`src/rtl/hilo_muldiv_unit.sv`:
```
// hilo_muldiv_unit: HI/LO register file with iterative radix-2 multiply/divide engine
module hilo_muldiv_unit #(
  parameter int WIDTH = 32,
  parameter int CNT_W = $clog2(WIDTH) + 1
) (
  input  logic             clk,
  input  logic             rst,
  input  logic             start,
  input  logic [2:0]       op,
  input  logic [WIDTH-1:0] a,
  input  logic [WIDTH-1:0] b,
  input  logic             mfhi,
  input  logic             mflo,
  output logic             busy,
  output logic             done,
  output logic [WIDTH-1:0] hi,
  output logic [WIDTH-1:0] lo,
  output logic [WIDTH-1:0] data_out
);
  typedef enum logic [1:0] {IDLE, CALC, FIN} state_t;
  state_t state_q, state_d;
  logic [CNT_W-1:0] cnt_q, cnt_d;
  logic [WIDTH-1:0] rem_q, rem_d, quo_q, quo_d, dvs_q, dvs_d, a_q, a_d, hi_q, hi_d, lo_q, lo_d;
  logic div_q, div_d, bz_q, bz_d, neg_p_q, neg_p_d, neg_r_q, neg_r_d, done_q, done_d;
  logic sgn, sa, sb, ge;
  logic [WIDTH:0] msum, sh;
  logic [WIDTH-1:0] dsub;
  logic [2*WIDTH-1:0] prod;
  assign sgn  = op == 3'd1 || op == 3'd3;
  assign sa   = sgn & a[WIDTH-1];
  assign sb   = sgn & b[WIDTH-1];
  assign msum = {1'b0, rem_q} + (quo_q[0] ? {1'b0, dvs_q} : '0);
  // rem_q < dvs_q holds between steps, so the shifted partial remainder needs one extra bit
  assign sh   = {rem_q, quo_q[WIDTH-1]};
  assign ge   = sh >= {1'b0, dvs_q};
  assign dsub = sh[WIDTH-1:0] - dvs_q;
  assign prod = {rem_q, quo_q};
  always_comb begin
    state_d = state_q;
    cnt_d   = cnt_q;
    rem_d   = rem_q;
    quo_d   = quo_q;
    dvs_d   = dvs_q;
    a_d     = a_q;
    div_d   = div_q;
    bz_d    = bz_q;
    neg_p_d = neg_p_q;
    neg_r_d = neg_r_q;
    hi_d    = hi_q;
    lo_d    = lo_q;
    done_d  = 1'b0;
    case (state_q)
      IDLE: if (start) begin
        if (op >= 3'd1 && op <= 3'd4) begin
          state_d = CALC;
          cnt_d   = '0;
          rem_d   = '0;
          quo_d   = sa ? -a : a;
          dvs_d   = sb ? -b : b;
          a_d     = a;
          div_d   = op >= 3'd3;
          bz_d    = b == '0;
          neg_p_d = sa ^ sb;
          neg_r_d = sa;
        end
        hi_d = op == 3'd5 ? a : hi_q;
        lo_d = op == 3'd6 ? a : lo_q;
      end
      CALC: begin
        cnt_d   = cnt_q + CNT_W'(1);
        state_d = cnt_q == CNT_W'(WIDTH - 1) ? FIN : CALC;
        rem_d   = div_q ? (ge ? dsub : sh[WIDTH-1:0]) : msum[WIDTH:1];
        quo_d   = div_q ? {quo_q[WIDTH-2:0], ge} : {msum[0], quo_q[WIDTH-1:1]};
      end
      FIN: begin
        state_d = IDLE;
        done_d  = 1'b1;
        cnt_d   = '0;
        if (div_q) begin
          lo_d = bz_q ? '1 : neg_p_q ? -quo_q : quo_q;
          hi_d = bz_q ? a_q : neg_r_q ? -rem_q : rem_q;
        end else begin
          {hi_d, lo_d} = neg_p_q ? -prod : prod;
        end
      end
      default: state_d = IDLE;
    endcase
  end
  always_ff @(posedge clk or posedge rst) begin
    if (rst) begin
      state_q <= IDLE;
      cnt_q   <= '0;
      rem_q   <= '0;
      quo_q   <= '0;
      dvs_q   <= '0;
      a_q     <= '0;
      div_q   <= 1'b0;
      bz_q    <= 1'b0;
      neg_p_q <= 1'b0;
      neg_r_q <= 1'b0;
      hi_q    <= '0;
      lo_q    <= '0;
      done_q  <= 1'b0;
    end else begin
      state_q <= state_d;
      cnt_q   <= cnt_d;
      rem_q   <= rem_d;
      quo_q   <= quo_d;
      dvs_q   <= dvs_d;
      a_q     <= a_d;
      div_q   <= div_d;
      bz_q    <= bz_d;
      neg_p_q <= neg_p_d;
      neg_r_q <= neg_r_d;
      hi_q    <= hi_d;
      lo_q    <= lo_d;
      done_q  <= done_d;
    end
  end
  assign busy     = state_q != IDLE;
  assign done     = done_q;
  assign hi       = hi_q;
  assign lo       = lo_q;
  assign data_out = mfhi ? hi_q : mflo ? lo_q : '0;
endmodule

```
`config.mk`:
```
export PLATFORM = sky130hd
export DESIGN_NAME = hilo_muldiv_unit
export DESIGN_NICKNAME = d
export VERILOG_FILES = /design/src/rtl/hilo_muldiv_unit.sv
export SDC_FILE = /design/constraint.sdc
export NUM_CORES = 1
export LEC_CHECK = 0
export ABC_AREA = 1
export BUFFER_PORTS_ARGS = -buffer_cell sky130_fd_sc_hd__buf_2
export CELL_PAD_IN_SITES_DETAIL_PLACEMENT = 0
export CELL_PAD_IN_SITES_GLOBAL_PLACEMENT = 1
export CORE_MARGIN = 4
export CORE_UTILIZATION = 35
export CTS_BUF_LIST = sky130_fd_sc_hd__clkbuf_16
export DETAILED_ROUTE_END_ITERATION = 8
export PLACE_DENSITY = 0.71
export SYNTH_ARGS = -nofsm -noshare
export SYNTH_HDL_FRONTEND = slang
export SYNTH_SLANG_ARGS = --single-unit
export TNS_END_PERCENT = 30
```
`constraint.sdc`:
```
create_clock -name clk -period 6.05 [get_ports clk]
set_input_delay 0.3025 -clock clk [delete_from_list [all_inputs] [get_ports clk]]
set_output_delay 0.3025 -clock clk [all_outputs]
set_load 0.005 [all_outputs]
```
* Word-level counts from Yosys, hierarchy flattened
Index checks and enable logic that the tools add are counted.
Operators by class: $add $sub $neg 8, order comparisons 4, bitwise logic cells 3, mux-type cells 35, reduce and logical (&&, ||, !) cells 14, equal/unequal tests 11
Operators by type and width (count):
- 32-bit 2-to-1 mux | 22
- 32-bit case mux with 2 select lines | 4
- 32-bit negator | 4
- 64-bit 2-to-1 mux | 1
- 64-bit negator | 1
- 32-bit by 32-bit adder with 33-bit output | 1
- 33-bit by 32-bit >= comparator with 1-bit output | 1
- 32-bit zero test | 1
- 32-bit subtractor | 1
- 6-bit case mux with 3 select lines | 1
- 3-bit AND reduction | 5
- 6-bit 2-to-1 mux | 2
- 2-bit != test (second input constant) | 4
- 6-bit by 1-bit adder with 6-bit output (second input constant) | 1
- 3-bit equality test (second input constant) | 2
- 6-bit by 5-bit equality test with 1-bit output (second input constant) | 1
- 2-bit 2-to-1 mux | 3
- 2-bit nonzero test | 3
- 2-bit case mux with 2 select lines | 1
- 3-bit by 1-bit equality test with 1-bit output (second input constant) | 1
- 3-bit by 2-bit equality test with 1-bit output (second input constant) | 1
- 3-bit by 1-bit >= comparator with 1-bit output (second input constant) | 1
- 3-bit by 2-bit >= comparator with 1-bit output (second input constant) | 1
- 3-bit less-or-equal comparator (second input constant) | 1
- 10 further kinds | 11
Word-level totals: output and inout port bits 98, logic and storage cells 88, flip-flop bits (word level) 205, bits of input ports 72

* Longest topological paths before layout
Gate-level depths: netlist (run 1).
word-level depth 7, depth in mapped cells 20, depth with buffers taken out 18

* Worst setup path before layout (run 1)
No wires, ideal clock.
path kind register to register, start register quo_q[0], end register rem_q[29], clock period less this slack 2.610 ns, buffers on the path 2, cell stages (with the launch flop) 20, slack 3.440 ns, required time 5.932 ns, setup time 0.118 ns, arrival time 2.492 ns, path through dfrtp_1 > buf_2 > clkbuf_1 > nand2_1 > inv_1 > ha_1 > inv_1 > fa_1 > inv_1 > nand2_1 > o21ai_1 > nand2_1 > nand2_1 > nand2_1 > nand2_1 > nand3_1 > nand3_1 > nand3_1 > nand3_1 > nand2_1
Between the ends: word-level cells in the longest chain between the ends 4
Ends and longest elaborated chain:
- start: declaration | line 23 | logic [WIDTH-1:0] rem_q, rem_d, quo_q, quo_d, dvs_q, dvs_d, a_q, a_d, hi_q, hi_d, lo_q, lo_d;
- start signal: assignment | line 108 | quo_q <= quo_d;
- 32-bit 2-to-1 mux | line 32 | assign msum = {1'b0, rem_q} + (quo_q[0] ? {1'b0, dvs_q} : '0);
- 32-bit by 32-bit adder with 33-bit output | line 32
- 32-bit 2-to-1 mux | line 72 | rem_d = div_q ? (ge ? dsub : sh[WIDTH-1:0]) : msum[WIDTH:1];
- 32-bit case mux with 2 select lines | line 52 | case (state_q)
- end signal: assignment | line 107 | rem_q <= rem_d;
- end: declaration | line 23
Every way passes these cells. A chain may end at the register's enable or synchronous reset.

* Worst setup path after layout (run 1)
Ends and elaborated chain as after synthesis.

==> flow_summary.ini, run 1 <==
[synth]
yosysTopAreaCellShare = 0.259
ys_async_sr_fraction = 1.00
netlist_instances = 3346
synth_area_per_cell_um2 = 5.92
syn-num-nets = 3492
synth-main-ff-cell = dfrtp_1
ys_top_cells_by_area = dfrtp_1 (26%), nand2_1 (18%), nor2_1 (8.8%)
syn-cell-area_um2 = 19800
ys_seq_area_frac = 0.259
yosysUniqueCellTypes = 52
ys_seq_elements = 205
ys_warn_count = 0
synth_edf_count = 0
post-synth-top-count-cell = nand2_1
synthTopCellsByCount = nand2_1 (943), nor2_1 (463), inv_1 (414)
synth_top_cell_by_area = dfrtp_1

[setup_path]
crit_path_top_delay_cell = dfrtp_1
required_ns = 6.50
path_buf_inv = 4
crit_path_start_kind = flop
critPathMaxFanout = 32
crit_top_cell = nand2_1
critPathCaptureType = flop
critical_path_class = reg2reg
crit_path_start = quo_q[0]
arrival_ns = 3.87
worstReg2RegStart = quo_q[0]
r2r_slack_ns = 2.63
crit_chain = buf_4, nand2_1, inv_1, ha_1, inv_1, fa_1, inv_1, nand2_1, o21ai_1, nand2_1, nand2_1, nand2_1, nand2_1, nand3_1, nand3_1, nand3_1, nand3_1, nand2_1
crit_family = simple AND/OR/NAND/NOR gates
cp_slowest_stage_delay_ns = 0.39

[final_layout]
antennaDiodeCount = 0
instances_no_fill = 4210
utilization = 0.398
fin_nets = 3589
syn2layout_area_growth_pct = 11.7
nFillCells = 6184
layout-drive-gt1-share = 0.0910

[global_route]
track_usage = 0.290
grt_pass1_wl_um = 135000
grt_remaining_overflow = 0
antenna_found_initial = 5
grt_pass1_vias = 21265
grt_max_degree = 105

[sta]
holdWs_ns = 0.0239
fin_worst_skew_ns = 0.0162
drv_slew = 0
fin_crit_ns = 3.42
fmax_mhz = 292
period_share = 0.565
grt_setup_unrepaired = no
report.final.hold_viol_count = 0
tightest_slew_ns = 1.19
finalSetupViolations = 0
finalSetupTns_ns = 0
relSlewSlack = 0.207

[place]
port_buffers = 169
dp_hpwl_um = 72500
dpl.cell_count = 4161
gp_congestion = 1.00

[power_and_ir_drop]
power_leakage_uw = 0.0109
power_uw = 14500
vdd_ir_drop_max_mv = 0.285
p_per_area_nw_per_um2 = 653

[die]
floorplan.core_area_um2 = 55600
io_pins = 170
die_y_um = 246
die_w_um = 246
dieArea_um2 = 60500
initial_core_util = 0.356
rows = 86

[clocking]
clock_sinks = 205
clkLatencyLatePin_ns = 0.56
cts-resized-gates = 0
root_buffer = clkbuf_16
htree_levels = 1
cts_made_buffers = 26
clk_path_buf_depth = 3
cts_tree = done
path_clk_slew_ns = 0.07

[min_path]
min_path_type = in2reg
min-delay-start = a[29]

[outcome]
status = finished clean

[route]
drt_first_pass_iters = 7
vias = 22945
vias_per_cell = 5.45
drc = 0
routed_wl_um = 90800
drtIter0Drc = 2468
wl_per_cell_um = 21.6
ant_nets = 0

[run]
drv_cap = 0
cell usage in the layout (no fill, tap or decap), types with 4 or more instances in the layout:
master / netlist / final
nand2_2: 10 / 10
ha_1: 72 / 71
xnor2_1: 10 / 10
nand3_1: 302 / 302
o31ai_1: 9 / 9
o211ai_1: 8 / 8
nand3_2: 8 / 8
nor2_4: 5 / 6
xor2_1: 50 / 50
clkbuf_16: 0 / 27
a21oi_1: 233 / 233
nor4_1: 4 / 4
nand3b_1: 20 / 20
nand2_1: 943 / 943
clkinvlp_4: 0 / 5
a22oi_1: 10 / 10
nor2_1: 463 / 463
inv_2: 6 / 7
a31oi_1: 27 / 27
buf_2: 26 / 169
dfrtp_1: 205 / 203
buf_4: 0 / 24
o21ai_0: 255 / 255
o22ai_1: 6 / 6
nand4_1: 42 / 42
clkinv_1: 1 / 6
o21bai_1: 8 / 8
nor2_2: 20 / 19
and2_1: 9 / 9
inv_1: 414 / 412
o21ai_1: 12 / 12
nor3_1: 30 / 30
o211ai_2: 5 / 5
where the power goes:
part           internal (uW)  switching [uW]  leakage [uW]
registers               2020             921       0.00230
clock network            901             699      0.000406
logic                   3100            6810       0.00818
flip-flops by register name, summed over array words and instances (netlist names), 2 cells and up:
| name | count |
|---|---|
| a_q | 32 |
| cnt_q | 6 |
| dvs_q | 32 |
| hi | 32 |
| lo | 32 |
| quo_q | 32 |
| rem_q | 32 |
| state_q | 2 |
metal layers:
layer | track usage | wire [um] | vias to the layer above
li1 | - | - | 11011
met1 | 0.430 | 42600 | 10861
met2 | 0.426 | 37600 | 947
met3 | 0.0700 | 8280 | 122
met4 | 0.0657 | 2300 | 4
met5 | 0 | 25 | -
layout make-up:
cell class	instances	area, um2	area share
Multi-Input combinational cell	2593	12600	0.568
Sequential cell	205	5130	0.232
Inverter	422	1590	0.0720
Timing Repair Buffer	195	1050	0.0472
Tap cell	748	936	0.0423
Clock buffer	27	676	0.0305
Clock inverter	20	175	0.00791
logic make-up (layout without fill, tap and decap cells):
| family | after synthesis | in the layout | synth area share |
|---|---|---|---|
| AND/OR/NAND/NOR | 1869 | 1869 | 0.399 |
| AO/OA/AOI/OAI | 590 | 590 | 0.161 |
| buffers and inverters | 548 | 664 | 0.108 |
| flip-flops | 205 | 205 | 0.259 |
| adder cells (fa/ha/maj) | 74 | 74 | 0.0475 |
| XOR/XNOR | 60 | 60 | 0.0265 |
path summary, 6_finish.rpt:
check / cells past startpoint / end
min: 3 / a_q[29]
max reg2reg: 18 / rem_q[29]
min in group asynchronous: 3 / rem_q[10]
max: 18 / rem_q[29]
min reg2reg: 2 / a_q[12]
max in group asynchronous: 4 / neg_p_q
tightest hold or removal path: stages:
cell and delay, ns:
buf_2 0.11, nand2_1 0.06, o21ai_0 0.07
through the flow:
stage	instance area (um2)	setup slack (ns)
finish	22100	2.63
global route	22100	2.45
CTS	22100	2.75
detailed placement	21300	2.79
global placement	21300	2.79
floorplan	19800	0.152
what timing repair did:
item                      4_1_cts  5_1_grt
buffers inserted                0        0
hold endpoints to repair      103        0
hold buffers                    2        0
Power figures use the tool's default switching activity.
==> run 2, diff against run 1 <==
ABC_AREA = 0   (was 1)
PLACE_DENSITY = 0.65   (was 0.71)
clock period = 3.2 ns   (was 6.05 ns; I/O delays follow)
==> run 2 against run 1 <==
  * The flow now finishes with violations (negative setup slack)
  * Count of clock-buffer cells in the layout increased by 1
  * Register-to-register slack got worse by 2.8 ns
  * Clock power increased by 98%
  * Combinational power increased by 71%
  * Clock skew increased by 0.016 ns
  * Synthesized cell count decreased by 35%
  * Critical path depth decreased by 4
  * Maximum frequency increased by 1.6%
  * Non-clock buffer count increased by 324
  * Worst hold slack improved by 0.035 ns
  * Critical path type unchanged
  * Largest cell class unchanged
==> flow_summary.ini, run 2 <==
[die]
floorplan.core_area_um2 = 47700
initial_core_util = 0.355
die_y_um = 228
io_pins = 170
die_w_um = 228
rows = 80
dieArea_um2 = 51900

[setup_path]
arrival_ns = 3.79
crit_path_start = quo_q[31]
critPathCaptureType = flop
ff2ff_path_depth = 14
r2r_end = rem_q[26]
critical_path_class = reg2reg
critPathMaxFanout = 2
crit_path_start_kind = flop
r2r_slack_ns = -0.16
worstReg2RegStart = quo_q[31]
required_ns = 3.63

[power_and_ir_drop]
power_uw = 24900
swShare = 0.462
p_int_uw = 13400
combPwrFrac = 0.680
vdd_ir_drop_max_mv = 0.645
p_clk_frac = 0.127
power_leakage_uw = 0.0103
switchingPower_uw = 11500
p_seq_frac = 0.193
p_per_area_nw_per_um2 = 1120

[final_layout]
layout_commonest_cell = nand2_1
utilization = 0.466
syn2layout_area_growth_pct = 31.5
multi_input_area_um2 = 11400
antennaDiodeCount = 0
final_cell_mix = nand2_1 (294), buf_4 (271), o21ai_0 (247)
fin_nets = 2712
nFillCells = 4788
layout-drive-gt1-share = 0.239
register_area_um2 = 5130

[clocking]
cts_tree = done
clk_path_buf_depth = 3
clkLatencyLatePin_ns = 0.60
path_clk_slew_ns = 0.06
htree_levels = 1
root_buffer = clkbuf_16
cts_made_buffers = 28
clock_sinks = 205

[sta]
drv_slew = 0
relSlewSlack = 0.366
tightest_slew_ns = 0.949
fmax_mhz = 297
fin_worst_skew_ns = 0.0321
grt_setup_unrepaired = yes
period_share = 1.05
fin_crit_ns = 3.36
finalSetupViolations = 5
report.final.hold_viol_count = 0
worst_slack_ns = -0.164

[route]
vias = 17592
ant_nets = 0
drtIter0Drc = 1308
drt_first_pass_iters = 6
wl_per_cell_um = 19.9
drc = 0
routed_wl_um = 63700
vias_per_cell = 5.50

[synth]
yosysUniqueCellTypes = 77
synth_compound_area_frac = 0.263
ys_top_cells_by_area = dfrtp_1 (30%), o21ai_0 (7.8%), nand2_1 (6.6%)
yosysTopAreaCellShare = 0.303
synthAdderAreaFrac = 0.0556
synth-simple-area-share = 0.179
synth_xor_area_frac = 0.0880
synth_edf_count = 0
syn-num-nets = 2315
ys_warn_count = 0
synth_area_per_cell_um2 = 7.80
synth_top_family_by_area = compound AO/OA/AOI/OAI gates
post-synth-top-count-cell = nand2_1
syn-cell-area_um2 = 16900
ys_async_sr_fraction = 1.00
ys_seq_elements = 205
synth_top_cell_by_area = dfrtp_1
ys_seq_area_frac = 0.303
netlist_instances = 2169
yosys-mux-area-fraction = 0.0579
synth-main-ff-cell = dfrtp_1
synthTopCellsByCount = nand2_1 (297), o21ai_0 (264), dfrtp_1 (205)

[global_route]
grt_max_degree = 65
grt_pass1_vias = 17281
antenna_found_initial = 1
grt_remaining_overflow = 0
grt_pass1_wl_um = 100000
track_usage = 0.236

[place]
gp_congestion = 0.920
dp_hpwl_um = 48300
port_buffers = 169

[run]
drv_cap = 0

[outcome]
violations = negative setup slack
status = finished with violations

[min_path]
hold_depth = 3
min-delay-start = b[2]
min_path_type = in2reg
whs_endpoint = dvs_q[2]
==> run 2: cell types whose count changed after synthesis, sizes merged, moves of 35 or more <==
cell,previous run,this run
clkbuf,81,129
nand2,956,297
mux2i,0,63
nand3,310,34
a21oi,237,154
inv,421,80
xnor2,10,117
nor2,489,167
a22o,0,35
==> run 2: cells by family (layout without fill, tap and decap cells) <==
group,Yosys count,count (layout)
xor gates and xnor gates,170,170
DFF,205,205
AOI/OAI and AO/OA,724,724
adders and majority gates,74,74
muxes,94,94
and+or+nand+nor,668,668
buffers and inverters,234,651
==> run 2: how the worst max path moves through the flow <==
stage,end,slack (ns),cells past startpoint
after global placement,rem_q[26],-0.41,14
after detailed placement,rem_q[26],-0.45,14
after floorplan,rem_q[26],-0.29,14
after global routing,rem_q[26],-0.35,14
after CTS,rem_q[26],-0.21,14
final,rem_q[26],-0.16,14
==> run 2: power groups by stage <==
stage | logic (uW) | clock network [uW] | registers (uW)
6_report | 16900 | 3170 | 4800
5_1_grt | 18600 | 3360 | 4950
4_1_cts | 16300 | 3250 | 4770
3_5_place_dp | 15800 | 0 | 4800
3_3_place_gp | 15700 | 0 | 4770
2_1_floorplan | 9690 | 0 | 4480
==> run 2: timing repair <==
action / in CTS / in global routing
hold buffers: 68 / 0
gates cloned: 1 / 0
pin swaps: 20 / 43
buffers inserted: 12 / 12
hold endpoints to repair: 135 / 0
gates resized for setup: 37 / 74
endpoints found under the setup margin: 15 / 35
==> run 2: area by class of cell <==
class / instances / share of cell area
multi-input combinational: 1730 / 0.510
clock inverter: 22 / 0.00989
clock buffer: 28 / 0.0315
tap: 615 / 0.0346
timing repair buffer: 519 / 0.169
sequential: 205 / 0.231
inverter: 82 / 0.0142
==> run 2: layer usage <==
layer	vias to the layer above	track usage	wire length, um	share of wire
li1	8600	-	-	-
met1	8433	0.326	29400	0.46
met2	466	0.395	29600	0.46
met3	91	0.0321	3130	0.049
met4	2	0.0557	1570	0.025
met5	-	0	13	0.00020
==> run 2: worst max-delay path: stages (launching register included) <==
cell	delay (ns)
dfrtp_1	0.39
inv_2	0.08
ha_4	0.13
inv_2	0.03
fa_2	0.33
a21o_1	0.20
a221oi_2	0.30
o2111ai_2	0.18
a211o_1	0.35
a211o_1	0.37
a2111oi_2	0.32
a21oi_1	0.10
xor2_1	0.16
mux2i_1	0.15
o221ai_1	0.12
==> run 2: metrics by stage <==
| stage | TNS [ns] | hold WS, ns | setup slack (ns) | std cells | area [um2] |
|---|---|---|---|---|---|
| after detailed placement | -1.91 | 0.401 | -0.451 | 3060 | 20100 |
| after global routing | -1.57 | 0.0429 | -0.349 | 3201 | 22300 |
| after CTS | -0.303 | 0.0137 | -0.205 | 3191 | 21900 |
| after global placement | -1.48 | 0.392 | -0.413 | 3060 | 20100 |
| after floorplan | -0.540 | 0.296 | -0.290 | 2169 | 16900 |
| final | -0.369 | 0.0589 | -0.164 | 3201 | 22300 |
